`src/rtl/apb_cfg_sequencer.sv`:
```
// Command-driven APB master: WRITE, READ and masked POLL of one register per command.
// Define APB_SEQ_POLL_TIMEOUT_EN to bound each POLL to POLL_MAX reads (error response on expiry).
module apb_cfg_sequencer #(
    parameter int ADDR_W   = 8,
    parameter int DATA_W   = 32,
    parameter int POLL_MAX = 1024
) (
    input  logic              clk,
    input  logic              resetn,
    input  logic              cmd_valid,
    output logic              cmd_ready,
    input  logic [1:0]        cmd_op,
    input  logic [ADDR_W-1:0] cmd_addr,
    input  logic [DATA_W-1:0] cmd_data,
    input  logic [DATA_W-1:0] cmd_mask,
    output logic              rsp_valid,
    input  logic              rsp_ready,
    output logic [DATA_W-1:0] rsp_data,
    output logic              rsp_err,
    output logic              PSEL,
    output logic              PENABLE,
    output logic              PWRITE,
    output logic [ADDR_W-1:0] PADDR,
    output logic [DATA_W-1:0] PWDATA,
    input  logic [DATA_W-1:0] PRDATA,
    input  logic              PREADY,
    output logic              busy
);

    localparam logic [2:0] S_IDLE   = 3'd0;
    localparam logic [2:0] S_SETUP  = 3'd1;
    localparam logic [2:0] S_ACCESS = 3'd2;
    localparam logic [2:0] S_GAP    = 3'd3;
    localparam logic [2:0] S_RESP   = 3'd4;

    localparam logic [1:0] OP_WRITE = 2'b00;
    localparam logic [1:0] OP_READ  = 2'b01;
    localparam logic [1:0] OP_POLL  = 2'b10;

    logic [2:0]        state_q, state_d;
    logic [1:0]        op_q, op_d;
    logic [ADDR_W-1:0] addr_q, addr_d;
    logic [DATA_W-1:0] data_q, data_d;
    logic [DATA_W-1:0] mask_q, mask_d;

    logic              cmd_ready_q, cmd_ready_d;
    logic              busy_q, busy_d;
    logic              psel_q, psel_d;
    logic              penable_q, penable_d;
    logic              pwrite_q, pwrite_d;
    logic [ADDR_W-1:0] paddr_q, paddr_d;
    logic [DATA_W-1:0] pwdata_q, pwdata_d;
    logic              rsp_valid_q, rsp_valid_d;
    logic [DATA_W-1:0] rsp_data_q, rsp_data_d;
    logic              rsp_err_q, rsp_err_d;

`ifdef APB_SEQ_POLL_TIMEOUT_EN
    localparam int CNT_W = $clog2(POLL_MAX + 1);
    logic [CNT_W-1:0]  poll_cnt_q, poll_cnt_d;
`endif

    logic              poll_match;

    assign poll_match = ((PRDATA & mask_q) == (data_q & mask_q));

    always_comb begin
        state_d     = state_q;
        op_d        = op_q;
        addr_d      = addr_q;
        data_d      = data_q;
        mask_d      = mask_q;
        cmd_ready_d = cmd_ready_q;
        busy_d      = busy_q;
        psel_d      = psel_q;
        penable_d   = penable_q;
        pwrite_d    = pwrite_q;
        paddr_d     = paddr_q;
        pwdata_d    = pwdata_q;
        rsp_valid_d = rsp_valid_q;
        rsp_data_d  = rsp_data_q;
        rsp_err_d   = rsp_err_q;
`ifdef APB_SEQ_POLL_TIMEOUT_EN
        poll_cnt_d  = poll_cnt_q;
`endif

        case (state_q)
            S_IDLE: begin
                if (cmd_valid) begin
                    op_d        = cmd_op;
                    addr_d      = cmd_addr;
                    data_d      = cmd_data;
                    mask_d      = cmd_mask;
                    cmd_ready_d = 1'b0;
                    busy_d      = 1'b1;
`ifdef APB_SEQ_POLL_TIMEOUT_EN
                    poll_cnt_d  = '0;
`endif
                    if (cmd_op == 2'b11) begin
                        state_d     = S_RESP;
                        rsp_valid_d = 1'b1;
                        rsp_data_d  = '0;
                        rsp_err_d   = 1'b1;
                    end else begin
                        state_d   = S_SETUP;
                        psel_d    = 1'b1;
                        penable_d = 1'b0;
                        paddr_d   = cmd_addr;
                        pwrite_d  = (cmd_op == OP_WRITE);
                        pwdata_d  = (cmd_op == OP_WRITE) ? cmd_data : '0;
                    end
                end
            end

            S_SETUP: begin
                state_d   = S_ACCESS;
                penable_d = 1'b1;
            end

            S_ACCESS: begin
                if (PREADY) begin
                    psel_d    = 1'b0;
                    penable_d = 1'b0;
                    pwrite_d  = 1'b0;
                    paddr_d   = '0;
                    pwdata_d  = '0;
                    if (op_q == OP_WRITE) begin
                        state_d     = S_RESP;
                        rsp_valid_d = 1'b1;
                        rsp_data_d  = '0;
                        rsp_err_d   = 1'b0;
                    end else if (op_q == OP_READ || (op_q == OP_POLL && poll_match)) begin
                        state_d     = S_RESP;
                        rsp_valid_d = 1'b1;
                        rsp_data_d  = PRDATA;
                        rsp_err_d   = 1'b0;
                    end else begin
`ifdef APB_SEQ_POLL_TIMEOUT_EN
                        // The counter holds reads already completed, so this is the last allowed one.
                        if (poll_cnt_q == CNT_W'(POLL_MAX - 1)) begin
                            state_d     = S_RESP;
                            rsp_valid_d = 1'b1;
                            rsp_data_d  = PRDATA;
                            rsp_err_d   = 1'b1;
                        end else begin
                            poll_cnt_d = poll_cnt_q + 1'b1;
                            state_d    = S_GAP;
                        end
`else
                        state_d = S_GAP;
`endif
                    end
                end
            end

            S_GAP: begin
                state_d   = S_SETUP;
                psel_d    = 1'b1;
                penable_d = 1'b0;
                paddr_d   = addr_q;
                pwrite_d  = 1'b0;
                pwdata_d  = '0;
            end

            S_RESP: begin
                if (rsp_ready) begin
                    state_d     = S_IDLE;
                    rsp_valid_d = 1'b0;
                    rsp_data_d  = '0;
                    rsp_err_d   = 1'b0;
                    cmd_ready_d = 1'b1;
                    busy_d      = 1'b0;
                end
            end

            default: begin
                state_d     = S_IDLE;
                cmd_ready_d = 1'b1;
                busy_d      = 1'b0;
                psel_d      = 1'b0;
                penable_d   = 1'b0;
                pwrite_d    = 1'b0;
                paddr_d     = '0;
                pwdata_d    = '0;
                rsp_valid_d = 1'b0;
                rsp_data_d  = '0;
                rsp_err_d   = 1'b0;
            end
        endcase
    end

    always_ff @(posedge clk or negedge resetn) begin
        if (!resetn) begin
            state_q     <= S_IDLE;
            op_q        <= '0;
            addr_q      <= '0;
            data_q      <= '0;
            mask_q      <= '0;
            cmd_ready_q <= 1'b1;
            busy_q      <= 1'b0;
            psel_q      <= 1'b0;
            penable_q   <= 1'b0;
            pwrite_q    <= 1'b0;
            paddr_q     <= '0;
            pwdata_q    <= '0;
            rsp_valid_q <= 1'b0;
            rsp_data_q  <= '0;
            rsp_err_q   <= 1'b0;
`ifdef APB_SEQ_POLL_TIMEOUT_EN
            poll_cnt_q  <= '0;
`endif
        end else begin
            state_q     <= state_d;
            op_q        <= op_d;
            addr_q      <= addr_d;
            data_q      <= data_d;
            mask_q      <= mask_d;
            cmd_ready_q <= cmd_ready_d;
            busy_q      <= busy_d;
            psel_q      <= psel_d;
            penable_q   <= penable_d;
            pwrite_q    <= pwrite_d;
            paddr_q     <= paddr_d;
            pwdata_q    <= pwdata_d;
            rsp_valid_q <= rsp_valid_d;
            rsp_data_q  <= rsp_data_d;
            rsp_err_q   <= rsp_err_d;
`ifdef APB_SEQ_POLL_TIMEOUT_EN
            poll_cnt_q  <= poll_cnt_d;
`endif
        end
    end

    assign cmd_ready = cmd_ready_q;
    assign busy      = busy_q;
    assign PSEL      = psel_q;
    assign PENABLE   = penable_q;
    assign PWRITE    = pwrite_q;
    assign PADDR     = paddr_q;
    assign PWDATA    = pwdata_q;
    assign rsp_valid = rsp_valid_q;
    assign rsp_data  = rsp_data_q;
    assign rsp_err   = rsp_err_q;

endmodule
```
`config.mk`:
```
export PLATFORM = sky130hd
export DESIGN_NAME = apb_cfg_sequencer
export DESIGN_NICKNAME = d
export VERILOG_FILES = /design/src/rtl/apb_cfg_sequencer.sv
export SDC_FILE = /design/constraint.sdc
export NUM_CORES = 1
export LEC_CHECK = 0
export CORE_MARGIN = 2
export CORE_UTILIZATION = 40
export CTS_CLUSTER_DIAMETER = 120
export CTS_CLUSTER_SIZE = 10
export DETAILED_ROUTE_END_ITERATION = 8
export PLACE_DENSITY = 0.69
export SYNTH_ARGS = -nofsm -noshare
export SYNTH_HDL_FRONTEND = slang
export SYNTH_SLANG_ARGS = --single-unit
```
`constraint.sdc`:
```
create_clock -name clk -period 2.2 [get_ports clk]
set_input_delay 0.33 -clock clk [delete_from_list [all_inputs] [get_ports clk]]
set_output_delay 0.33 -clock clk [all_outputs]
set_load 0.005 [all_outputs]
```
==> impl_metrics.yaml, run 1 <==
run_status:
  outcome: "complete, but fails checks"
  violations: "setup timing"
job:
  drv_cap: 0
final_layout:
  final_nets: 798
  multi_input_area_sq_um: 2420
  fillerInstances: 1249
  n_antenna_cell: 0
  final_common_cell: "clkdlybuf4s50_1"
  area.growth.synth_to_final_pct: 49.9
  final_cell_mix: "188 x clkdlybuf4s50_1, 155 x dfrtp_1, 74 x mux2_2, 63 x a22o_1, 32 x xor2_1"
  drive_gt1_frac: 0.233
  final_cell_area_sq_um: 9560
  seq_area_sq_um: 3910
  stdcell_count: 916
yosys:
  yosysWarnings: 0
  synth_area_sq_um: 6380
  synth_top_area_cell: "dfrtp_1"
  syn_avg_cell_area_sq_um: 13.8
  synth_cell_type_count: 42
  synth_fp_nets: 573
  yosysSeqAreaShare: 0.612
  synthCells: 462
  ys_ff_latch: 156
  synthTopCellsByArea: "dfrtp_1 61%, mux2_2 13%, a22o_1 8.7%"
  async_flop_share: 1.00
  synth_edf_count: 0
  synth_ff_type: "dfrtp_1"
  synth_top_cell_area_share: 0.608
worst_setup_path:
  critPathKind: "in -> reg"
  cp_slowest_cell: "clkdlybuf4s50_1"
  worstSetupEndpoint: "rsp_data[31]$_DFFE_PN0P_"
  worstPathCellList: "clkdlybuf4s50_1 -> xor2_1 -> a22oi_2 -> nand4_1 -> buf_4 -> nor4_4 -> buf_4 -> a31o_4 -> buf_12 -> buf_12 -> a22o_1"
  worstReg2RegEnd: "rsp_data[31]$_DFFE_PN0P_"
  critPathCaptureType: "flop"
  worst_ep_required_time_ns: 2.56
  worst_ep_arrival_time_ns: 2.61
  cp-start-kind: "input pin"
  reg2reg_slack_ns: -0.03
  r2r_start: "data_q[23]$_DFFE_PN0P_"
  startpoint: "PRDATA[23]"
  critPathMaxFanout: 10
  reg2reg_depth: 10
  max_stage_delay_ns: 0.46
sta:
  fmaxAchievable_mhz: 444
  setup_tns_ns: -1.08
  rsz0062_at_grt: "yes"
  finalCritPeriodShare: 1.02
  final-hold-violation-count: 0
  final_max_slew_viol_count: 0
  min_period_ns: 2.25
  final.setup.worst_slack_ns: -0.0516
  setup-violations-final: 33
  tightest_slew_ns: 0.547
  holdWs_ns: 0.457
  skew_ns: 0.00795
  relSlewSlack: 0.635
power_and_ir_drop:
  ir_worst_vdd_mv: 0.789
  fin_total_pwr_w: 0.0125
  leakagePower_nw: 4.09
  cellPowerDensity_nw_per_um2: 1310
clocking:
  cts-buffers-inserted: 17
  clock-sinks: 156
  cts_root_buf: "clkbuf_16"
  clk_pin_slew_ns: 0.06
  ctsHtreeMaxLevel: 4
  clkLatencyLatePin_ns: 0.42
  tritoncts: "done"
  clockBufferDepth: 2
global_route:
  track_usage: 0.217
  grt_pass1_vias: 5067
  grt_pass1_wl_um: 27600
  gr-total-overflow: 0
  grt_max_degree: 57
  antenna_found_initial: 0
routing:
  via_per_inst: 5.21
  totalWireLength_um: 17600
  drt_pass1_iterations: 4
  drt-wirelength-per-cell_um: 19.3
  drc: 0
  ant_nets: 0
  first_iter_violations: 250
  vias: 4770
floorplan:
  core_region_area_sq_um: 15700
  die_w_um: 130
  fp.dieArea_sq_um: 17000
  row_count: 46
  pin_count: 190
  start_util: 0.406
  die_height_um: 130
placement:
  post-place-cells: 878
  routabilityCongestion: 0.836
  dp_hpwl_um: 12900
  place_area_sq_um: 8870
  placement.io_buffers: 189
min_path:
  hp-class: "in -> async"
worst min path at each step:
stage	cells past startpoint	end	startpoint
6_report	2	PADDR[6]$_DFFE_PN0P_	resetn
5_1_grt	2	PADDR[6]$_DFFE_PN0P_	resetn
4_1_cts	2	PADDR[6]$_DFFE_PN0P_	resetn
3_5_place_dp	1	PADDR[6]$_DFFE_PN0P_	resetn
3_3_place_gp	1	PADDR[6]$_DFFE_PN0P_	resetn
2_1_floorplan	0	PADDR[0]$_DFFE_PN0P_	resetn
worst max-delay path: cells and delay by family:
| kind | cells | cell delay [ns] |
|---|---|---|
| compound gates | 3 | 0.56 |
| xor+xnor | 1 | 0.22 |
| buf+inv | 5 | 1.05 |
| simple gates | 2 | 0.43 |
where the power goes:
| group | switching, W | leakage, nW | internal (W) |
|---|---|---|---|
| sequential | 0.000739 | 1.97 | 0.00404 |
| clock | 0.00114 | 0.263 | 0.00153 |
| combinational | 0.00213 | 1.85 | 0.00293 |
| total | 0.00401 | 4.09 | 0.00851 |
sequential cells by signal, indices dropped and copies added, names as in the netlist, 2 cells and up:
register / flops
PWDATA: 32
data_q: 32
mask_q: 32
rsp_data: 32
PADDR: 8
addr_q: 8
state_q: 3
op_q: 2
per-stage QoR:
stage          utilization  setup slack [ns]
3_3_place_gp         0.564            -0.501
4_1_cts              0.606           -0.0250
2_1_floorplan            -             0.240
3_5_place_dp         0.564            -0.592
6_report             0.608           -0.0516
5_1_grt              0.608           -0.0822
synth_stat cells, types with 2 or more instances:
| cell | count |
|---|---|
| mux2_2 | 74 |
| nand2_1 | 19 |
| dfrtp_1 | 155 |
| o21ai_0 | 14 |
| xor2_1 | 32 |
| nand3_1 | 2 |
| a22o_1 | 63 |
| inv_1 | 4 |
| a21oi_1 | 8 |
| and2_1 | 2 |
| buf_2 | 17 |
| a22oi_1 | 23 |
| nand4_1 | 3 |
| nor2_1 | 4 |
| nor3_1 | 7 |
| clkbuf_1 | 9 |
logic make-up (layout without fill, tap and decap cells):
group,after synthesis,count (layout),share of synthesized area
compound gates,122,122,0.152
buf+inv,30,268,0.0210
simple gates,47,47,0.0388
flops,156,156,0.612
mux,75,75,0.132
xor+xnor,32,32,0.0439
what timing repair did:
action | 4_1_cts | 5_1_grt
buffers inserted | 2 | 2
hold buffers | 1 | 0
endpoints found under the hold margin | 52 | 0
gates resized for setup | 7 | 4
pin swaps | 5 | 8
endpoints found under the setup margin | 37 | 38
gates cloned | 1 | 0
metal layers:
layer | GRT usage | routed length, um
met5 | 0 | 0
met4 | 0.0708 | 291
met3 | 0.0750 | 1390
met2 | 0.344 | 8360
met1 | 0.282 | 7600
cell type report:
type,instances,share of cell area
multi-input cells,276,0.253
flip-flops and latches,156,0.408
clock inverters,9,0.00681
well taps,216,0.0283
clock buffers,23,0.0500
repair buffers,232,0.252
inverters,4,0.00157
No activity file was read; power rests on OpenSTA's default activity.
==> run 2, diff against run 1 <==
--- a/config.mk
+++ b/config.mk
@@ -6,11 +6,11 @@
 export NUM_CORES = 1
 export LEC_CHECK = 0
 export CORE_MARGIN = 2
-export CORE_UTILIZATION = 40
+export CORE_UTILIZATION = 47
 export CTS_CLUSTER_DIAMETER = 120
 export CTS_CLUSTER_SIZE = 10
 export DETAILED_ROUTE_END_ITERATION = 8
-export PLACE_DENSITY = 0.69
+export PLACE_DENSITY = 0.79
 export SYNTH_ARGS = -nofsm -noshare
 export SYNTH_HDL_FRONTEND = slang
 export SYNTH_SLANG_ARGS = --single-unit
==> impl_metrics.yaml, run 2 (same netlist as run 1, synthesis figures left out) <==
worst_setup_path:
  critPathKind: "in -> reg"
  worst_ep_required_time_ns: 2.54
  max_stage_delay_ns: 0.58
  critPathMaxFanout: 2
  worstPathCellList: "clkdlybuf4s50_1 -> xor2_1 -> a22oi_1 -> nand3_1 -> or4_4 -> o41a_1 -> o21ai_1"
  critPathCaptureType: "flop"
  worst_ep_arrival_time_ns: 2.54
  cp-start-kind: "input pin"
  cp_slowest_cell: "or4_4"
final_layout:
  drive_gt1_frac: 0.229
  n_antenna_cell: 0
  area.growth.synth_to_final_pct: 50.9
  final_cell_mix: "188 x clkdlybuf4s50_1, 155 x dfrtp_1, 74 x mux2_2, 63 x a22o_1, 32 x xor2_1"
  final_common_cell: "clkdlybuf4s50_1"
  final_nets: 798
sta:
  rsz0062_at_grt: "yes"
  setup_tns_ns: -0.000803
  setup-violations-final: 1
  final_max_slew_viol_count: 0
  min_period_ns: 2.20
  final.setup.worst_slack_ns: -0.000803
  relSlewSlack: 0.574
  final-hold-violation-count: 0
  tightest_slew_ns: 0.639
  fmaxAchievable_mhz: 454
  skew_ns: 0.00609
  finalCritPeriodShare: 1.00
placement:
  place_ws_ns: -0.549
  dp_hpwl_um: 12800
  routabilityCongestion: 0.835
  placement.io_buffers: 189
floorplan:
  fp.dieArea_sq_um: 14500
  die_w_um: 120
  row_count: 42
  die_height_um: 120
  pin_count: 190
  start_util: 0.482
  core_region_area_sq_um: 13200
clocking:
  clk_pin_slew_ns: 0.06
  clockBufferDepth: 2
  cts_root_buf: "clkbuf_16"
  tritoncts: "done"
  ctsHtreeMaxLevel: 4
  clkLatencyLatePin_ns: 0.42
  clock-sinks: 156
  cts-buffers-inserted: 17
run_status:
  outcome: "complete, but fails checks"
  violations: "setup timing"
job:
  drv_cap: 0
routing:
  vias: 4922
  drt_pass1_iterations: 4
  via_per_inst: 5.62
  ant_nets: 0
  drc: 0
  totalWireLength_um: 18300
  drt-wirelength-per-cell_um: 20.8
  first_iter_violations: 326
global_route:
  grt_pass1_vias: 5230
  antenna_found_initial: 0
  gr-total-overflow: 0
  grt_pass1_wl_um: 28200
  grt_max_degree: 67
  track_usage: 0.257
power_and_ir_drop:
  ir_worst_vdd_mv: 0.687
  pwr-share-comb: 0.378
  pwr-share-seq: 0.364
  p_sw_w: 0.00407
  cellPowerDensity_nw_per_um2: 1380
  internal-power_w: 0.00918
  clkPwrFrac: 0.258
  switching_share: 0.307
  leakagePower_nw: 4.14
min_path:
  hp-class: "reg -> reg"
-- run 2: changes by cell type in the layout (fill, tap and decap cells not counted), sizes merged --
cell,delta
bufinv,+7
clkinv,-5
buf,-1
clkbuf,-1
-- run 2: per-stage QoR --
step                      utilization  power, W  cells  instance area (sq um)  hold WS (ns)
final                           0.727    0.0133    876                   9630         0.481
after floorplan                     -   0.00717    462                   6380        0.0344
after global routing            0.727    0.0139    876                   9630         0.510
after detailed placement        0.667   0.00964    840                   8830         0.382
after global placement          0.667   0.00942    840                   8830         0.373
after CTS                       0.722    0.0132    874                   9560         0.487
-- run 2: repair_timing --
action                                  4_1_cts  5_1_grt
pin swaps                                     4        4
cloned                                        0        2
setup buffers                                 1        0
resized for setup                             4        8
hold buffers                                  1        0
endpoints found under the setup margin       35       37
endpoints found under the hold margin        63        0
-- run 2: critical path: cells and delay by family --
family,cells,cell delay [ns]
AND/OR/NAND/NOR,2,0.76
buffers and inverters,1,0.45
XOR/XNOR,1,0.18
AO/OA/AOI/OAI,3,0.81
-- run 2: power by group through the flow --
stage	clock [W]	sequential (W)	combinational, W
2_1_floorplan	0	0.00466	0.00251
3_3_place_gp	0	0.00476	0.00466
3_5_place_dp	0	0.00482	0.00482
4_1_cts	0.00344	0.00482	0.00492
5_1_grt	0.00359	0.00497	0.00535
6_report	0.00342	0.00483	0.00501
-- run 2: per-layer routing --
metal  GRT usage  share of wire  routed length (um)  vias to the layer above
li1            -              -                   -                     2172
met1       0.333           0.42                7680                     2516
met2       0.421           0.49                9010                      211
met3      0.0708          0.071                1300                       23
met4      0.0792          0.015                 265                        0
met5           0              0                   0                        -
-- run 2: cell type report --
type | count | area (sq um)
timing repair buffer | 232 | 2390
inverter | 4 | 15.0
tap | 176 | 220
clock inverter | 11 | 239
fill | 897 | 3620
sequential | 156 | 3910
multi-input combinational | 276 | 2410
clock buffer | 21 | 450
-- run 2: path summary, 6_finish.rpt --
check / depth (start not counted) / slack [ns] / start / end
worst max register to register: 6 / 0.01 / data_q[24]$_DFFE_PN0P_ / state_q[2]$_DFFE_PN0P_
worst max-delay path: 7 / -0.0008 / PRDATA[24] / state_q[2]$_DFFE_PN0P_
min in group asynchronous: 2 / 0.49 / resetn / PSEL$_DFFE_PN0P_
worst min register to register: 2 / 0.48 / PADDR[6]$_DFFE_PN0P_ / PADDR[6]$_DFFE_PN0P_
max in group asynchronous: 3 / 1.03 / resetn / cmd_ready$_DFFE_PN1P_
worst min-delay path: 2 / 0.48 / PADDR[6]$_DFFE_PN0P_ / PADDR[6]$_DFFE_PN0P_
